$ cat config.mk
export PLATFORM = sky130hd
export DESIGN_NAME = rom_arbiter
export DESIGN_NICKNAME = d
export VERILOG_FILES = /design/src/rtl/rom_arb_pkg.sv /design/src/rtl/rom_arb_resp_reg.sv /design/src/rtl/rom_arbiter.sv
export SDC_FILE = /design/constraint.sdc
export NUM_CORES = 1
export LEC_CHECK = 0
export ABC_AREA = 1
export CORE_MARGIN = 2
export CORE_UTILIZATION = 42
export DETAILED_ROUTE_END_ITERATION = 10
export PLACE_DENSITY = 0.9
export SETUP_SLACK_MARGIN = 0.05
export SYNTH_ARGS = -nofsm -noshare
export SYNTH_HDL_FRONTEND = slang
export SYNTH_SLANG_ARGS = --single-unit
export TNS_END_PERCENT = 30
$ cat constraint.sdc
create_clock -name i_clk -period 2.7 [get_ports i_clk]
set_clock_uncertainty 0.05 [all_clocks]
set_input_delay 0.405 -clock i_clk [delete_from_list [all_inputs] [get_ports i_clk]]
set_output_delay 0.405 -clock i_clk [all_outputs]
set_load 0.01 [all_outputs]
$ cat src/rtl/rom_arb_pkg.sv
// Shared constants and types for the two-port program ROM arbiter.
package rom_arb_pkg;

  localparam logic PORT_IF = 1'b0;
  localparam logic PORT_LD = 1'b1;

  localparam int STARVE_LIMIT_DEF = 4;
  localparam int RESP_DATA_W_DEF  = 32;

  // Response at the default word width; the response register builds its own at DATA_WIDTH.
  typedef struct packed {
    logic                       valid;
    logic                       err;
    logic [RESP_DATA_W_DEF-1:0] data;
  } rom_resp_t;

endpackage

$ cat src/rtl/rom_arb_resp_reg.sv
// Per-port response register: captures ROM data on grant, pulses valid, holds data/err otherwise.
module rom_arb_resp_reg
  import rom_arb_pkg::*;
#(
  parameter int DATA_WIDTH = 32,
  parameter int ADDR_WIDTH = 8,
  parameter int ROM_DEPTH  = 256
) (
  input  logic                  i_clk,
  input  logic                  i_rst_n,
  input  logic                  i_gnt,
  input  logic [ADDR_WIDTH-1:0] i_addr,
  input  logic [DATA_WIDTH-1:0] i_rom_data,
  output logic                  o_rvalid,
  output logic                  o_err,
  output logic [DATA_WIDTH-1:0] o_rdata
);

  typedef struct packed {
    logic                  valid;
    logic                  err;
    logic [DATA_WIDTH-1:0] data;
  } resp_t;

  resp_t resp_q, resp_d;
  logic  oor;

  // One extra bit so ROM_DEPTH == 2**ADDR_WIDTH still compares correctly.
  assign oor = ({1'b0, i_addr} >= (ADDR_WIDTH+1)'(ROM_DEPTH));

  always_comb begin
    resp_d       = resp_q;
    resp_d.valid = i_gnt;
    if (i_gnt) begin
      resp_d.err  = oor;
      resp_d.data = oor ? '0 : i_rom_data;
    end
  end

  always_ff @(posedge i_clk) begin
    if (!i_rst_n) resp_q <= '0;
    else          resp_q <= resp_d;
  end

  assign o_rvalid = resp_q.valid;
  assign o_err    = resp_q.err;
  assign o_rdata  = resp_q.data;

endmodule

$ cat src/rtl/rom_arbiter.sv
// Two-requester (IF/LD) arbiter for a combinational-read ROM with registered responses.
// Optional LD anti-starvation counter enabled by defining ROM_ARB_STARVE_EN.
module rom_arbiter
  import rom_arb_pkg::*;
#(
  parameter int DATA_WIDTH   = 32,
  parameter int ADDR_WIDTH   = 8,
  parameter int ROM_DEPTH    = 256,
  parameter int STARVE_LIMIT = STARVE_LIMIT_DEF
) (
  input  logic                  i_clk,
  input  logic                  i_rst_n,
  input  logic                  i_if_req,
  input  logic [ADDR_WIDTH-1:0] i_if_addr,
  output logic                  o_if_gnt,
  output logic                  o_if_rvalid,
  output logic [DATA_WIDTH-1:0] o_if_rdata,
  output logic                  o_if_err,
  input  logic                  i_ld_req,
  input  logic [ADDR_WIDTH-1:0] i_ld_addr,
  output logic                  o_ld_gnt,
  output logic                  o_ld_rvalid,
  output logic [DATA_WIDTH-1:0] o_ld_rdata,
  output logic                  o_ld_err,
  output logic [ADDR_WIDTH-1:0] o_rom_addr,
  input  logic [DATA_WIDTH-1:0] i_rom_data
);

  logic ld_prio;
  logic sel;
  logic last_sel_q, last_sel_d;

`ifdef ROM_ARB_STARVE_EN
  localparam int CW = $clog2(STARVE_LIMIT+1);
  logic [CW-1:0] starve_q, starve_d;

  assign ld_prio = (starve_q == CW'(STARVE_LIMIT));

  always_comb begin
    starve_d = starve_q;
    if (!i_ld_req || o_ld_gnt)                          starve_d = '0;
    else if (i_if_req && starve_q != CW'(STARVE_LIMIT)) starve_d = starve_q + 1'b1;
  end

  always_ff @(posedge i_clk) begin
    if (!i_rst_n) starve_q <= '0;
    else          starve_q <= starve_d;
  end
`else
  assign ld_prio = 1'b0;
`endif

  // IF wins contention unless the starve counter has handed priority to LD.
  assign o_if_gnt = i_rst_n & i_if_req & ~(i_ld_req & ld_prio);
  assign o_ld_gnt = i_rst_n & i_ld_req & ~(i_if_req & ~ld_prio);

  assign sel        = o_ld_gnt ? PORT_LD : (o_if_gnt ? PORT_IF : last_sel_q);
  assign last_sel_d = sel;
  assign o_rom_addr = !i_rst_n ? '0 : ((sel == PORT_LD) ? i_ld_addr : i_if_addr);

  always_ff @(posedge i_clk) begin
    if (!i_rst_n) last_sel_q <= PORT_IF;
    else          last_sel_q <= last_sel_d;
  end

  rom_arb_resp_reg #(
    .DATA_WIDTH (DATA_WIDTH),
    .ADDR_WIDTH (ADDR_WIDTH),
    .ROM_DEPTH  (ROM_DEPTH)
  ) u_resp_if (
    .i_clk      (i_clk),
    .i_rst_n    (i_rst_n),
    .i_gnt      (o_if_gnt),
    .i_addr     (i_if_addr),
    .i_rom_data (i_rom_data),
    .o_rvalid   (o_if_rvalid),
    .o_err      (o_if_err),
    .o_rdata    (o_if_rdata)
  );

  rom_arb_resp_reg #(
    .DATA_WIDTH (DATA_WIDTH),
    .ADDR_WIDTH (ADDR_WIDTH),
    .ROM_DEPTH  (ROM_DEPTH)
  ) u_resp_ld (
    .i_clk      (i_clk),
    .i_rst_n    (i_rst_n),
    .i_gnt      (o_ld_gnt),
    .i_addr     (i_ld_addr),
    .i_rom_data (i_rom_data),
    .o_rvalid   (o_ld_rvalid),
    .o_err      (o_ld_err),
    .o_rdata    (o_ld_rdata)
  );

endmodule

==> results of run 1 <==
==> synth_stat cells, drive strengths merged <==
master   n
o21ai   64
nor2     8
inv     45
nand3b   1
buf     22
a21oi   40
and3     1
clkbuf   4
dfxtp   67
conb     1
nand3   40
nand2   11
==> worst max path at each step <==
stage	start	end	slack, ps	depth (start not counted)
floorplan	i_ld_req	o_rom_addr[6]	1260	6
global placement	i_ld_req	o_rom_addr[6]	350	6
detailed placement	i_ld_req	o_rom_addr[3]	260	6
CTS	i_ld_req	o_rom_addr[3]	260	6
global route	i_ld_req	o_rom_addr[3]	150	6
finish	i_ld_req	o_rom_addr[3]	260	6
==> state kept, by name, indices dropped and copies added (netlist names) <==
signal / cells
last_sel_q: 1
u_resp_if.o_rdata: 32
u_resp_if.o_rvalid: 1
u_resp_ld.o_rdata: 32
u_resp_ld.o_rvalid: 1
==> final cells by class <==
cell class,instances,share of cell area (%)
clock buffers,12,3.89
clock inverters,4,1.82
inverters,45,4.24
multi-input cells,167,21.5
flip-flops and latches,67,33.6
well taps,75,2.35
repair buffers,132,32.6
==> worst max-delay path: stages <==
cell	delay, ps
clkdlybuf4s50_1	480
nand2_1	70
nand2_2	230
a21oi_1	110
nor2_1	130
clkdlybuf4s50_1	560
==> routing by layer <==
metal	track usage (%)	vias up
met5	0	-
li1	-	1230
met2	32.0	85
met4	7.46	0
met3	6.37	11
met1	21.9	1090
==> report_power, final <==
group / internal (W) / total (W) / switching (W)
clock: 0.000570 / 0.000920 / 0.000351
combinational: 0.000222 / 0.000396 / 0.000174
sequential: 0.00105 / 0.00108 / 0.0000286
total: 0.00184 / 0.00240 / 0.000553
==> kinds of logic after synthesis <==
group	count (synthesis)
compound gates	104
buf+inv	71
flops	67
other cells	1
simple gates	61
==> stage by stage <==
stage | utilization, % | setup WS (ps)
5_1_grt | 68.1 | 154
2_1_floorplan | - | 1260
3_5_place_dp | 64.2 | 264
6_report | 68.1 | 265
4_1_cts | 68.1 | 262
3_3_place_gp | 64.2 | 348
==> flow_summary.json, run 1 <==
{
  "outcome": "completed",
  "synth_top_family_by_area": "compound AO/OA/AOI/OAI gates",
  "hold_ws_ps": 354,
  "netlist_instances": 304,
  "drtIter0Drc": 132,
  "power_w": 0.00240,
  "maxSlewHeadroom_pct": 54.9,
  "drt_wl_total_um": 6380,
  "finalCriticalPeriod_ps": 2440,
  "antenna_found_initial": 0,
  "regToRegSetupSlack_ps": 1810,
  "cts_root_buf": "clkbuf_8",
  "finalSetupTns_ps": 0,
  "dr_wl_met3_um": 451,
  "numCtsBuffers": 9,
  "num_rows": 28,
  "coreArea_sq_um": 5850,
  "wl_per_cell_um": 12.7,
  "grt_pass1_vias": 2123,
  "leakage_nw": 1.68,
  "cts_hold_buf": 0,
  "n_fill_cell": 457,
  "dp.cells": 486,
  "wl_met2_um": 3250,
  "synthToLayoutAreaGrowth_pct": 57.9,
  "place_area_sq_um": 3760,
  "die_y_um": 81.5,
  "hold_viol": 0,
  "syn_avg_cell_area_sq_um": 8.31,
  "final_max_slew_viol_count": 0,
  "gr-usage-all-layers_pct": 18.9,
  "post_cts_buffers": 0,
  "ys_warn_count": 0,
  "top_layer_used": "met4",
  "grt_pass1_wl_um": 9680,
  "multiInputGateArea_sq_um": 856,
  "critPathLaunchType": "input pin",
  "clk_pin_slew_ps": 70,
  "fin_nets": 474,
  "grt_max_degree": 66,
  "drv_cap": 0,
  "cp.required_ps": 2250,
  "rsz0062_at_grt": "no",
  "fin_area_sq_um": 3990,
  "cts-htree-levels": 3,
  "hold_path_class": "in2reg",
  "r2r_start": "last_sel_q",
  "worstReg2RegEnd": "last_sel_q",
  "dieArea_sq_um": 6650,
  "final_common_cell": "clkdlybuf4s50_1",
  "clock_latency_ps": 320,
  "first_pass_iters": 4,
  "ys_seq_elements": 67,
  "holdPathStages": 3,
  "dp_hpwl_um": 4560,
  "final_cell_mix": "125 x clkdlybuf4s50_1, 67 x dfxtp_1, 45 x inv_1",
  "cts_tree": "yes",
  "cts.sinks": 67,
  "dr_total_vias": 2416,
  "yosys.area.top_type": "dfxtp_1",
  "ys_types": 18,
  "cts_resized": 0,
  "end_kind": "primary output",
  "synth_top_area_share_pct": 53.1,
  "synth-simple-area-share_pct": 11.5,
  "wl_met1_um": 2580,
  "final-instance-count-excl-fill": 502,
  "synth_area_sq_um": 2520,
  "design.portCount": 130,
  "path_class": "in2out",
  "setup_viol": 0,
  "synth_area_leaders": "dfxtp_1 53%, a21oi_1 7.9%, nand3_1 7.9%",
  "worstHoldEndpoint": "u_resp_if.o_rdata[21]",
  "fmax_ghz": 0.411,
  "cp.arrival_ps": 1980,
  "seq_area_sq_um": 1340,
  "ir_worst_vdd_mv": 0.415,
  "cellPowerDensity_nw_per_um2": 601,
  "cts_buffer_depth": 2,
  "timing.final.crit_share_pct": 90.2,
  "min-delay-start": "i_rst_n",
  "critical_path.max_fanout": 17,
  "grt-ovfl-total": 0,
  "portBuffers": 127,
  "fp.dieW_um": 81.5,
  "drive_gt1_share_pct": 7.96,
  "worst_slew_pin_slew_ps": 676,
  "synth.area.mux_share_pct": 0,
  "antenna_left": 0,
  "via_per_inst": 4.81,
  "start_util_pct": 43.2,
  "route.detailed.drc": 0,
  "r2r_cells": 3,
  "synth_xor_area_share_pct": 0,
  "synthAdderAreaFrac_pct": 0,
  "n_antenna_cell": 0,
  "yosysSeqAreaShare_pct": 53.1,
  "gp_congestion": 0.793,
  "synth_compound_area_share_pct": 22.1
}
No activity file was read; power rests on OpenSTA's default activity.
==> inputs of run 2 (changes only) <==
--- a/config.mk
+++ b/config.mk
@@ -5,13 +5,14 @@
 export SDC_FILE = /design/constraint.sdc
 export NUM_CORES = 1
 export LEC_CHECK = 0
-export ABC_AREA = 1
+export ABC_AREA = 0
 export CORE_MARGIN = 2
-export CORE_UTILIZATION = 42
+export CORE_UTILIZATION = 43
 export DETAILED_ROUTE_END_ITERATION = 10
+export GPL_TIMING_DRIVEN = 0
 export PLACE_DENSITY = 0.9
 export SETUP_SLACK_MARGIN = 0.05
 export SYNTH_ARGS = -nofsm -noshare
 export SYNTH_HDL_FRONTEND = slang
 export SYNTH_SLANG_ARGS = --single-unit
-export TNS_END_PERCENT = 30
+export TNS_END_PERCENT = 100
==> flow_summary.json, run 2 <==
{
  "timing.critical_path.to": "o_if_gnt",
  "p_sw_w": 0.000533,
  "clk_pin_slew_ps": 70,
  "place_area_sq_um": 4040,
  "setup_viol": 0,
  "final_max_slew_viol_count": 0,
  "n_fill_cell": 470,
  "cts_root_buf": "clkbuf_8",
  "r2r_cells": 2,
  "gp_congestion": 0.800,
  "numCtsBuffers": 9,
  "synth.most_common_cell": "nand2_1",
  "combPwrFrac_pct": 17.5,
  "netlist_instances": 284,
  "num_rows": 28,
  "dr_total_vias": 2468,
  "ys_types": 20,
  "cellPowerDensity_nw_per_um2": 548,
  "cp.required_ps": 2250,
  "fmax_ghz": 0.396,
  "cts_tree": "yes",
  "cts_buffer_depth": 2,
  "yosys.area.top_type": "dfxtp_1",
  "drv_cap": 0,
  "syn_avg_cell_area_sq_um": 9.43,
  "synth_area_sq_um": 2680,
  "portBuffers": 126,
  "die_y_um": 82.9,
  "finalCriticalPeriod_ps": 2530,
  "use_met1_pct": 24.1,
  "final_common_cell": "clkdlybuf4s50_1",
  "n_antenna_cell": 0,
  "hold_viol": 0,
  "ys_seq_elements": 67,
  "fin_area_sq_um": 4280,
  "regToRegSetupSlack_ps": 1970,
  "grt-ovfl-total": 0,
  "dieArea_sq_um": 6880,
  "first_pass_iters": 4,
  "synth_top_area_share_pct": 50.1,
  "coreArea_sq_um": 5960,
  "synthToLayoutAreaGrowth_pct": 59.6,
  "use_met3_pct": 4.87,
  "critical_path.max_fanout": 10,
  "clock_latency_ps": 320,
  "dp_hpwl_um": 5480,
  "start_util_pct": 45.0,
  "synth_area_leaders": "dfxtp_1 50%, mux2i_1 12%, nand2_1 10%",
  "synth_common_cells": "72 x nand2_1, 67 x dfxtp_1, 33 x nor2b_1, 32 x mux2i_1, 25 x a21boi_0",
  "worstReg2RegEnd": "last_sel_q",
  "grt_max_degree": 11,
  "end_kind": "primary output",
  "final_cell_mix": "126 x clkdlybuf4s50_1, 72 x nand2_1, 67 x dfxtp_1",
  "crit_start": "i_if_req",
  "cts-htree-levels": 3,
  "leakage_nw": 1.69,
  "synth_flop_cell": "dfxtp_1",
  "cts_hold_buf": 0,
  "ys_warn_count": 0,
  "antenna_left": 0,
  "top_usage_layer": "met2",
  "timing.final.crit_share_pct": 93.5,
  "power_frac_seq_pct": 45.6,
  "grt_pass1_vias": 2551,
  "drt_wl_total_um": 7110,
  "drive_gt1_share_pct": 7.94,
  "max_stage_delay_ps": 530,
  "hold_ws_ps": 412,
  "use_met2_pct": 37.9,
  "fp.dieW_um": 82.9,
  "drtIter0Drc": 66,
  "route.detailed.drc": 0,
  "synth-edff-count": 0,
  "slowest_stage": "clkdlybuf4s50_1",
  "critPathLaunchType": "input pin",
  "final_core_util_pct": 71.8,
  "fin_nets": 476,
  "yosysSeqAreaShare_pct": 50.1,
  "path_class": "in2out",
  "gr-usage-all-layers_pct": 21.2,
  "path_cells": "clkdlybuf4s50_1 > buf_4 > buf_4 > and2_1 > clkdlybuf4s50_1",
  "grt_pass1_wl_um": 11900,
  "synthArstFlopShare_pct": 0,
  "r2r_start": "last_sel_q",
  "via_per_inst": 4.91,
  "ir_worst_vdd_mv": 0.298,
  "rsz0062_at_grt": "no",
  "antenna_found_initial": 0,
  "hold_path_class": "reg2reg",
  "wl_per_cell_um": 14.1,
  "sw_frac_of_total_pct": 22.8,
  "cp.arrival_ps": 2070,
  "intPower_w": 0.00181,
  "design.portCount": 130,
  "outcome": "completed",
  "pwr-share-clk_pct": 36.9,
  "cts.sinks": 67
}
==> run 2: kinds of logic after synthesis <==
family | synth area share [%]
AO/OA/AOI/OAI | 10.7
buffers and inverters | 5.98
flip-flops | 50.1
multiplexers | 12.0
other | 0.140
AND/OR/NAND/NOR | 21.1
==> run 2: worst min-delay path by stage <==
stage                                     start                    end  cells past startpoint
after floorplan                      last_sel_q             last_sel_q                      2
after global placement    u_resp_ld.o_rdata[12]  u_resp_ld.o_rdata[12]                      2
after detailed placement  u_resp_ld.o_rdata[29]  u_resp_ld.o_rdata[29]                      2
after CTS                               i_rst_n  u_resp_ld.o_rdata[16]                      2
after global routing      u_resp_ld.o_rdata[30]  u_resp_ld.o_rdata[30]                      2
final                     u_resp_ld.o_rdata[29]  u_resp_ld.o_rdata[29]                      2
==> run 2: final cells by class <==
cell class / instances / area, sq um / area share (%)
clock inverter: 1 / 30.0 / 0.702
tap: 75 / 93.8 / 2.19
sequential: 67 / 1340 / 31.4
buffer: 23 / 160 / 3.74
clock buffer: 14 / 183 / 4.27
timing repair buffer: 128 / 1280 / 29.8
multi-input combinational: 195 / 1190 / 27.9
==> run 2: repair_timing <==
item | 4_1_cts | 5_1_grt
endpoints found under the hold margin | 0 | 0
setup endpoints to repair | 8 | 4
gates resized for setup | 1 | 1
pin swaps | 0 | 1
setup buffers | 0 | 2
==> run 2: routing by layer <==
layer | share of wire [%] | routed length [um]
met2 | 49 | 3500
met4 | 2.2 | 160
met3 | 7.1 | 504
met5 | 0 | 0
met1 | 42 | 2950
==> run 2: per-stage QoR <==
step                      power [W]  setup TNS, ps  worst slack [ps]  instances
after global placement      0.00148          -66.5             -33.6        486
after floorplan             0.00126              0              1130        285
after CTS                   0.00236              0              71.9        501
after detailed placement    0.00149           -341              -151        486
after global routing        0.00244              0              92.2        503
final                       0.00234              0               174        503
==> run 2: critical path: cells and delay by family <==
family        cells  cell delay, ps
buf+inv           4            1520
simple gates      1             140
==> run 2: power by group through the flow <==
stage / clock network (W) / registers, W / logic [W]
floorplan: 0 / 0.00111 / 0.000145
global placement: 0 / 0.00109 / 0.000396
detailed placement: 0 / 0.00109 / 0.000406
CTS: 0.000884 / 0.00107 / 0.000409
global route: 0.000921 / 0.00107 / 0.000443
finish: 0.000865 / 0.00107 / 0.000409
